## config.mk

```make
export PLATFORM = sky130hd
export DESIGN_NAME = instruction_loader
export DESIGN_NICKNAME = d
export VERILOG_FILES = /design/src/rtl/instruction_loader_pkg.sv /design/src/rtl/instruction_loader_packer.sv /design/src/rtl/instruction_loader.sv
export SDC_FILE = /design/constraint.sdc
export NUM_CORES = 1
export LEC_CHECK = 0
export ABC_CLOCK_PERIOD_IN_PS = 2200
export BUFFER_PORTS_ARGS = -buffer_cell sky130_fd_sc_hd__buf_2
export CORE_MARGIN = 1
export CORE_UTILIZATION = 42
export CTS_CLUSTER_SIZE = 30
export DETAILED_ROUTE_END_ITERATION = 7
export PLACE_DENSITY = 0.75
export SKIP_LAST_GASP = 1
export SYNTH_ARGS = -nofsm -noshare
export SYNTH_HDL_FRONTEND = slang
export SYNTH_SLANG_ARGS = --single-unit
```

## constraint.sdc

```tcl
create_clock -name clock -period 2.2 [get_ports clock]
set_clock_uncertainty 0.05 [all_clocks]
set_input_delay 0.44 -clock clock [delete_from_list [all_inputs] [get_ports clock]]
set_output_delay 0.44 -clock clock [all_outputs]
set_load 0.02 [all_outputs]
```

## src/rtl/instruction_loader_pkg.sv

```systemverilog
// Shared definitions for the instruction loader: word type, memory sizing
// and the loader FSM state encoding.
package instruction_loader_pkg;

  localparam int IM_WORDS    = 1024;
  localparam int IM_SIZE_BIT = $clog2(IM_WORDS) + 2;

  typedef logic [31:0] int_t;

  typedef enum logic [1:0] {
    LOADER_IDLE,
    LOADER_RECEIVE,
    LOADER_WRITE,
    LOADER_DONE
  } loader_state_t;

endpackage

```

## src/rtl/instruction_loader_packer.sv

```systemverilog
// Collects four little-endian bytes into a 32-bit word; wordReady_o flags the
// cycle in which the fourth byte is accepted, with the completed word on word_o.
module byte_to_word_packer
  import instruction_loader_pkg::*;
(
  input  logic       clock,
  input  logic       reset,
  input  logic       clear_i,
  input  logic       byteAccept_i,
  input  logic [7:0] byteData_i,
  output logic       wordReady_o,
  output int_t       word_o
);

  logic [1:0] byteIndex_q, byteIndex_d;
  int_t       shift_q, shift_d;

  // Bytes enter at the top and shift down, so byte 0 ends up in bits [7:0].
  always_comb begin
    byteIndex_d = byteIndex_q;
    shift_d     = shift_q;
    if (clear_i) begin
      byteIndex_d = '0;
      shift_d     = '0;
    end else if (byteAccept_i) begin
      byteIndex_d = byteIndex_q + 2'd1;
      shift_d     = {byteData_i, shift_q[31:8]};
    end
  end

  always_ff @(posedge clock) begin
    if (reset) begin
      byteIndex_q <= '0;
      shift_q     <= '0;
    end else begin
      byteIndex_q <= byteIndex_d;
      shift_q     <= shift_d;
    end
  end

  assign wordReady_o = byteAccept_i && (byteIndex_q == 2'd3);
  assign word_o      = {byteData_i, shift_q[31:8]};

endmodule

```

## src/rtl/instruction_loader.sv

```systemverilog
// Writer side of instruction memory: turns a byte stream into sequential word
// writes starting at address 0 and holds the CPU until the image is loaded.
module instruction_loader #(
  parameter int IM_WORDS  = instruction_loader_pkg::IM_WORDS,
  parameter int ADDR_BITS = $clog2(IM_WORDS)
) (
  input  logic                        clock,
  input  logic                        reset,
  input  logic                        start,
  input  logic [ADDR_BITS:0]          wordCount,
  input  logic                        byteValid,
  input  logic [7:0]                  byteData,
  output logic                        byteReady,
  output logic                        writeEnable,
  output logic [ADDR_BITS-1:0]        writeAddress,
  output instruction_loader_pkg::int_t writeData,
  output logic                        cpuHold,
  output logic                        busy,
  output logic                        done,
  output logic                        error
);

  import instruction_loader_pkg::*;

  localparam logic [ADDR_BITS:0] MAX_COUNT = (ADDR_BITS + 1)'(IM_WORDS);
  localparam logic [ADDR_BITS:0] ONE       = {{ADDR_BITS{1'b0}}, 1'b1};

  loader_state_t        state_q;
  logic [ADDR_BITS:0]   wordIdx_q;
  logic [ADDR_BITS:0]   count_q;
  logic                 writeEnable_q, cpuHold_q, busy_q, done_q, error_q;
  logic [ADDR_BITS-1:0] writeAddress_q;
  int_t                 writeData_q;

  logic countLegal, startAccept, byteAccept, wordReady;
  int_t packedWord;

  assign countLegal  = (wordCount != '0) && (wordCount <= MAX_COUNT);
  assign startAccept = (state_q == LOADER_IDLE) && start && countLegal;
  assign byteReady   = (state_q == LOADER_RECEIVE);
  assign byteAccept  = byteValid && byteReady;

  byte_to_word_packer u_packer (
    .clock        (clock),
    .reset        (reset),
    .clear_i      (startAccept),
    .byteAccept_i (byteAccept),
    .byteData_i   (byteData),
    .wordReady_o  (wordReady),
    .word_o       (packedWord)
  );

  // The word index is one bit wider than the address so a full-memory load
  // ends in DONE rather than wrapping back to address 0.
  always_ff @(posedge clock) begin
    if (reset) begin
      state_q        <= LOADER_IDLE;
      wordIdx_q      <= '0;
      count_q        <= '0;
      writeEnable_q  <= 1'b0;
      writeAddress_q <= '0;
      writeData_q    <= '0;
      cpuHold_q      <= 1'b0;
      busy_q         <= 1'b0;
      done_q         <= 1'b0;
      error_q        <= 1'b0;
    end else begin
      writeEnable_q <= 1'b0;
      done_q        <= 1'b0;
      case (state_q)
        LOADER_IDLE: begin
          if (start) begin
            if (countLegal) begin
              state_q   <= LOADER_RECEIVE;
              wordIdx_q <= '0;
              count_q   <= wordCount;
              busy_q    <= 1'b1;
              cpuHold_q <= 1'b1;
              error_q   <= 1'b0;
            end else begin
              error_q <= 1'b1;
            end
          end
        end
        LOADER_RECEIVE: begin
          if (wordReady) begin
            state_q        <= LOADER_WRITE;
            writeEnable_q  <= 1'b1;
            writeAddress_q <= wordIdx_q[ADDR_BITS-1:0];
            writeData_q    <= packedWord;
          end
        end
        LOADER_WRITE: begin
          wordIdx_q <= wordIdx_q + ONE;
          if (wordIdx_q == count_q - ONE) begin
            state_q <= LOADER_DONE;
            done_q  <= 1'b1;
          end else begin
            state_q <= LOADER_RECEIVE;
          end
        end
        LOADER_DONE: begin
          state_q   <= LOADER_IDLE;
          busy_q    <= 1'b0;
          cpuHold_q <= 1'b0;
        end
        default: state_q <= LOADER_IDLE;
      endcase
    end
  end

  assign writeEnable  = writeEnable_q;
  assign writeAddress = writeAddress_q;
  assign writeData    = writeData_q;
  assign cpuHold      = cpuHold_q;
  assign busy         = busy_q;
  assign done         = done_q;
  assign error        = error_q;

endmodule
```

# Yosys cells after proc, flatten, opt, wreduce, memory -nomap -nowiden
# Cells that the tools add are included.
dict set report word_totals {
  register_bits 104
  latchBits 0
  ram_bits 0
  romBits 0
  output_inout_bits 48
  elab_cells 57
  n_memories 0
}
dict set report op_classes {
  addsub 3
  multipliers 0
  n_div 0
  n_lt_le_gt_ge 1
  eq_ne 8
  shifts 0
  n_mux 14
  n_bitwise 2
  n_reduce_logical 18
}
# op n
set op_table {}
lappend op_table {{$mux 11} 2}
lappend op_table {{$pmux 11 s2} 1}
lappend op_table {{$reduce_and 3->1} 4}
lappend op_table {{$add 11x1->11 const B} 1}
lappend op_table {{$eq 11x11->1} 1}
lappend op_table {{$le 11x11->1 const B} 1}
lappend op_table {{$reduce_bool 11->1} 1}
lappend op_table {{$sub 11x1->11 const B} 1}
lappend op_table {{$mux 2} 4}
lappend op_table {{$pmux 2 s4} 1}
lappend op_table {{$eq 2x2->1 const B} 3}
lappend op_table {{$reduce_or 2->1} 3}
lappend op_table {{$logic_and 1x1->1} 5}
lappend op_table {{$mux 1} 5}
lappend op_table {{$ne 2x2->1 const B} 2}
lappend op_table {{$reduce_and 2->1} 2}
lappend op_table {{$reduce_bool 2->1} 2}
lappend op_table {{$add 2x1->2 const B} 1}
lappend op_table {{$eq 2x1->1 const B} 1}
lappend op_table {{$logic_not 2->1} 1}
lappend op_table {{$ne 2x1->1 const B} 1}
lappend op_table {{$not 1->1} 2}
lappend op_table {{$pmux 1 s2} 1}

# Logic depth before layout (Yosys ltp)
dict set report logic_depth {
  depth_word 5
  mapped_depth 8
  mapped_depth_nobuf 7
}

# By module
# A second synthesis with hierarchy kept.
dict set report unflattened {
  cells_unflattened 470
  area_unflattened_um2 4036.4
}
# mod n_inst cells_each area_each_um2
set by_module_without_submodules {}
lappend by_module_without_submodules {instruction_loader 1 375 2996.6}
lappend by_module_without_submodules {byte_to_word_packer 1 95 1039.7}

# Least setup slack after synthesis
# OpenSTA, ideal clock, no wires.
dict set report synth_path {
  kind {input to register}
  from {input port wordCount[6]}
  to {register error_q (netlist: error)}
  setup_ns 0.066
  arrival_ns 2.251
  required_time_ns 2.084
  setup_slack_ns -0.167
  path_stages 7
  cell_sequence {or4_4 -> or4_4 -> and3b_1 -> or2_1 -> buf_6 -> buf_6 -> a21oi_2}
}
dict set report synth_between {
  elab_chain_len 3
  elab_cells_between_ends 4
  cone_classes {1 x order compare; 1 x mux; 2 x reduce/logical}
}
# item line_no
set synth_lines {}
lappend synth_lines {{start: declaration} instruction_loader.sv:10} ;# input logic [ADDR_BITS:0] wordCount,
lappend synth_lines {{$le 11x11->1 / $reduce_bool 11->1 (equally long branches)} instruction_loader.sv:38} ;# assign countLegal = (wordCount != '0) && (wordCount <= MAX_COUNT);
lappend synth_lines {{$logic_and 1x1->1 *} instruction_loader.sv:38}
lappend synth_lines {{$mux 1 *} instruction_loader.sv:73} ;# if (countLegal) begin
lappend synth_lines {{end signal: assignment} instruction_loader.sv:66} ;# error_q <= 1'b0;
lappend synth_lines {{end signal: assignment} instruction_loader.sv:79} ;# error_q <= 1'b0;
lappend synth_lines {{end signal: assignment} instruction_loader.sv:81} ;# error_q <= 1'b1;
lappend synth_lines {{end: declaration} instruction_loader.sv:31} ;# logic writeEnable_q, cpuHold_q, busy_q, done_q, error_q;
# Mark *: on every way between the ends. The rest lies on a longest branch, timed or not.
# A chain may end at the register's enable or synchronous reset.

# Final worst setup path
dict set report layout_path {
  from {register count_q[1]}
  to {register state_q[1]}
}
dict set report layout_between {
  elab_chain_len 4
}
# item line_no
set layout_lines {}
lappend layout_lines {{start: declaration} instruction_loader.sv:30} ;# logic [ADDR_BITS:0] count_q;
lappend layout_lines {{start signal: assignment} instruction_loader.sv:76} ;# count_q <= wordCount;
lappend layout_lines {{$sub 11x1->11} instruction_loader.sv:95} ;# if (wordIdx_q == count_q - ONE) begin
lappend layout_lines {{$eq 11x11->1} instruction_loader.sv:95}
lappend layout_lines {{$mux 2} instruction_loader.sv:95}
lappend layout_lines {{$pmux 2 s4} instruction_loader.sv:70} ;# case (state_q)
lappend layout_lines {{end signal: assignment} instruction_loader.sv:74} ;# state_q <= LOADER_RECEIVE;
lappend layout_lines {{end signal: assignment} instruction_loader.sv:96} ;# state_q <= LOADER_DONE;
lappend layout_lines {{end signal: assignment} instruction_loader.sv:99} ;# state_q <= LOADER_RECEIVE;
lappend layout_lines {{end: declaration} instruction_loader.sv:28} ;# loader_state_t state_q;
# Every way passes these cells.

==> out/qor.txt <==
Yosys reg bits = 96
Startpoint Class = flip-flop
Worst-Skew Late Latency = 0.36 ns
core box area = 9200 sq um
initial antenna violation count = 0
Via-to-Cell Ratio = 5.07
WL final = 9290 microns
TritonCTS clock tree = done
Via Count = 3,461
r2r worst-path depth = 7
post-synth top area cell = dfxtp_1
GR Overflow Total = 0
Min-Delay Path Class = input pin to flip-flop
Yosys cell types = 39
I/O pins = 71
layout cells sized above 1 = 28.5%
critical path arrival = 2.49 ns
CP Capture Type = flip-flop
IR drop worst, VDD = 0.000286 V
hold_sp = byteData[2]
Yosys top cell area share = 48.4%
mapped cell area = 3970 sq um
FF/Latch Area = 1930 sq um
CP startpoint = count_q[1]
final core occ = 53.0%
critical path data required time = 2.43 ns
post-place instance area = 4570 sq um
drt wl/cell = 13.6 microns
area of the multi-input gates = 1930 sq um
fin crit share = 103%
Final Critical Period = 2.26 ns
Max Cap Viol = 0
slowest cell on the critical path = or4_4
pwr/cell area = 658 nW/um^2
Max Root-Sink Buffers = 2
post-route cell area = 4870 sq um
status = finished with violations
Final Slew Violations = 0
worst-margin pin slew = 0.611 ns
Ys Warns = 0
CTS Buf Count = 9
Worst path max stage delay = 0.54 ns
H-tree levels = 3
ys flop type = dfxtp_1
# fillers = 842
synthesis-to-finish area growth = 22.7%
clk sink count = 96
number of flops mapped to enable cells by yosys = 0
Worst Hold Path Cells = 3
leakage = 1.87 nW
setup ws final = -0.0581 ns
cells taking the most area after synthesis = dfxtp_1, nand2_1, a21oi_1, a21oi_2, xnor2_1
setup violators final = 1
Syn Area/Cell = 8.28 sq um
overall power = 0.00321 W
RePlAce Congestion = 0.832
Cells after Synth = 479
Die Ht = 99.2 microns
Post-DP HPWL = 6330 microns
maximum clock rate = 0.443 GHz
CTS Hold Bufs = 0
Mapped Nets = 505
failing checks = setup timing
root buffer cell = clkbuf_8
reg-to-reg startpoint = count_q[1]
drt pass-1 iters = 4
Setup Crit Path Kind = flip-flop to flip-flop
Total Nets Final = 592
Antenna Cells = 0
crit path cell chain = inv_2 -> ha_4 -> xor2_1 -> nand4_1 -> or4_1 -> or4_4 -> o31ai_1
RSZ-0062 raised after global routing = true
Seq/Total Area, Yosys = 48.4%
largest net degree at the start of global routing = 60
DRC = 0
final hold viol count = 0
num rows = 35
I/O Buffers = 70
critical-path maximum fanout = 2
number of routed nets with antenna violations = 0
Slew headroom = 59.3%
vias in the first global route = 3,257
first-pass GRT wire length = 15,200 microns
clk slew on worst S/H paths = 0.11 ns
initial core utilization = 43.1%
initial drt markers = 164
Die X = 99.2 microns
asr flop ratio synth = 0%
die footprint = 9840 sq um
gr usage total = 19.4%
flip-flops by register name (all words and copies together), names as in the netlist:
name                  cells
state_q                   2
writeData                32
count_q                  11
error                     1
writeAddress             10
u_packer.shift_q         24
busy                      1
u_packer.byteIndex_q      2
writeEnable               1
wordIdx_q                11
done                      1
layout by cell type, fill, tap and decap left out, drive strengths merged, types with 4 or more instances in the layout:
master and n:
or3 4, nor3 5, o21ai 7, nor4b 5, nand2 150, nor4 4
dfxtp 96, clkbuf 10, mux2i 12, or4 5, buf 105, xor2 5
nor2 28, inv 11, a21oi 79, xnor2 16
logic make-up (layout without fill, tap and decap cells):
logic type | count (synthesis) | in the layout | share of synthesized area (%)
and+or+nand+nor | 217 | 217 | 23.9
AOI/OAI and AO/OA | 93 | 93 | 14.7
adders and majority gates | 3 | 3 | 0.946
xor gates and xnor gates | 21 | 21 | 4.64
buffers and inverters | 37 | 129 | 4.38
DFF | 96 | 96 | 48.4
muxes | 12 | 12 | 3.03
final timing paths:
kind	slack, ns	end
max	-0.06	state_q[1]
min	0.27	writeData[26]
max reg2reg	-0.06	state_q[1]
min reg2reg	0.41	error
report_power, final:
group / leakage, nW / internal (W) / switching [W]
logic: 1.00 / 0.000137 / 0.000170
clock network: 0.0970 / 0.000446 / 0.000678
registers: 0.776 / 0.00175 / 0.0000203
total: 1.87 / 0.00234 / 0.000868
synth_stat cells, drive strengths merged (3+ instances only):
| cell | number |
|---|---|
| a21oi | 79 |
| buf | 6 |
| clkbuf | 24 |
| dfxtp | 96 |
| ha | 3 |
| inv | 7 |
| mux2i | 12 |
| nand2 | 150 |
| nor2 | 28 |
| nor3 | 5 |
| nor4 | 4 |
| nor4b | 5 |
| o21ai | 7 |
| o31ai | 3 |
| or2 | 3 |
| or3 | 4 |
| or4 | 5 |
| xnor2 | 16 |
| xor2 | 5 |
area by class of cell:
type	instances	share of cell area, %
clock buffer	9	2.54
clock inverter	7	1.49
inverter	7	0.540
multi-input combinational	346	39.6
sequential	96	39.6
tap	111	2.85
timing repair buffer	106	13.4
repair_timing:
action / in CTS / in global routing
setup buffers: 0 / 3
resized for setup: 6 / 6
setup endpoints to repair: 3 / 23
gates cloned: 0 / 1
pin swaps: 1 / 5
worst max-delay path, delay by kind of cell (launching register included):
family	cells	cell delay, ns
xor+xnor	1	0.14
flops	1	0.35
buf+inv	1	0.05
simple gates	3	1.14
fa+ha+maj	1	0.27
compound gates	1	0.19
metrics by stage:
| step | worst slack, ns | setup TNS, ns | hold WS [ns] | std cells |
|---|---|---|---|---|
| CTS | -0.0692 | -0.0726 | 0.256 | 678 |
| floorplan | -0.167 | -5.43 | 0.382 | 479 |
| finish | -0.0581 | -0.0581 | 0.272 | 682 |
| global route | -0.111 | -0.253 | 0.258 | 682 |
| global placement | -0.310 | -12.11 | 0.391 | 662 |
| detailed placement | -0.418 | -14.22 | 0.395 | 662 |
layer usage:
layer  up-vias  part of all wire [%]  GRT usage [%]
li1       1757                     -              -
met1      1597                    45           23.9
met2        90                    49           33.4
met3        17                   3.6           3.94
met4         0                   2.0           7.35
met5         -                     0              0
Note: power is estimated with default switching activity, not from simulation.
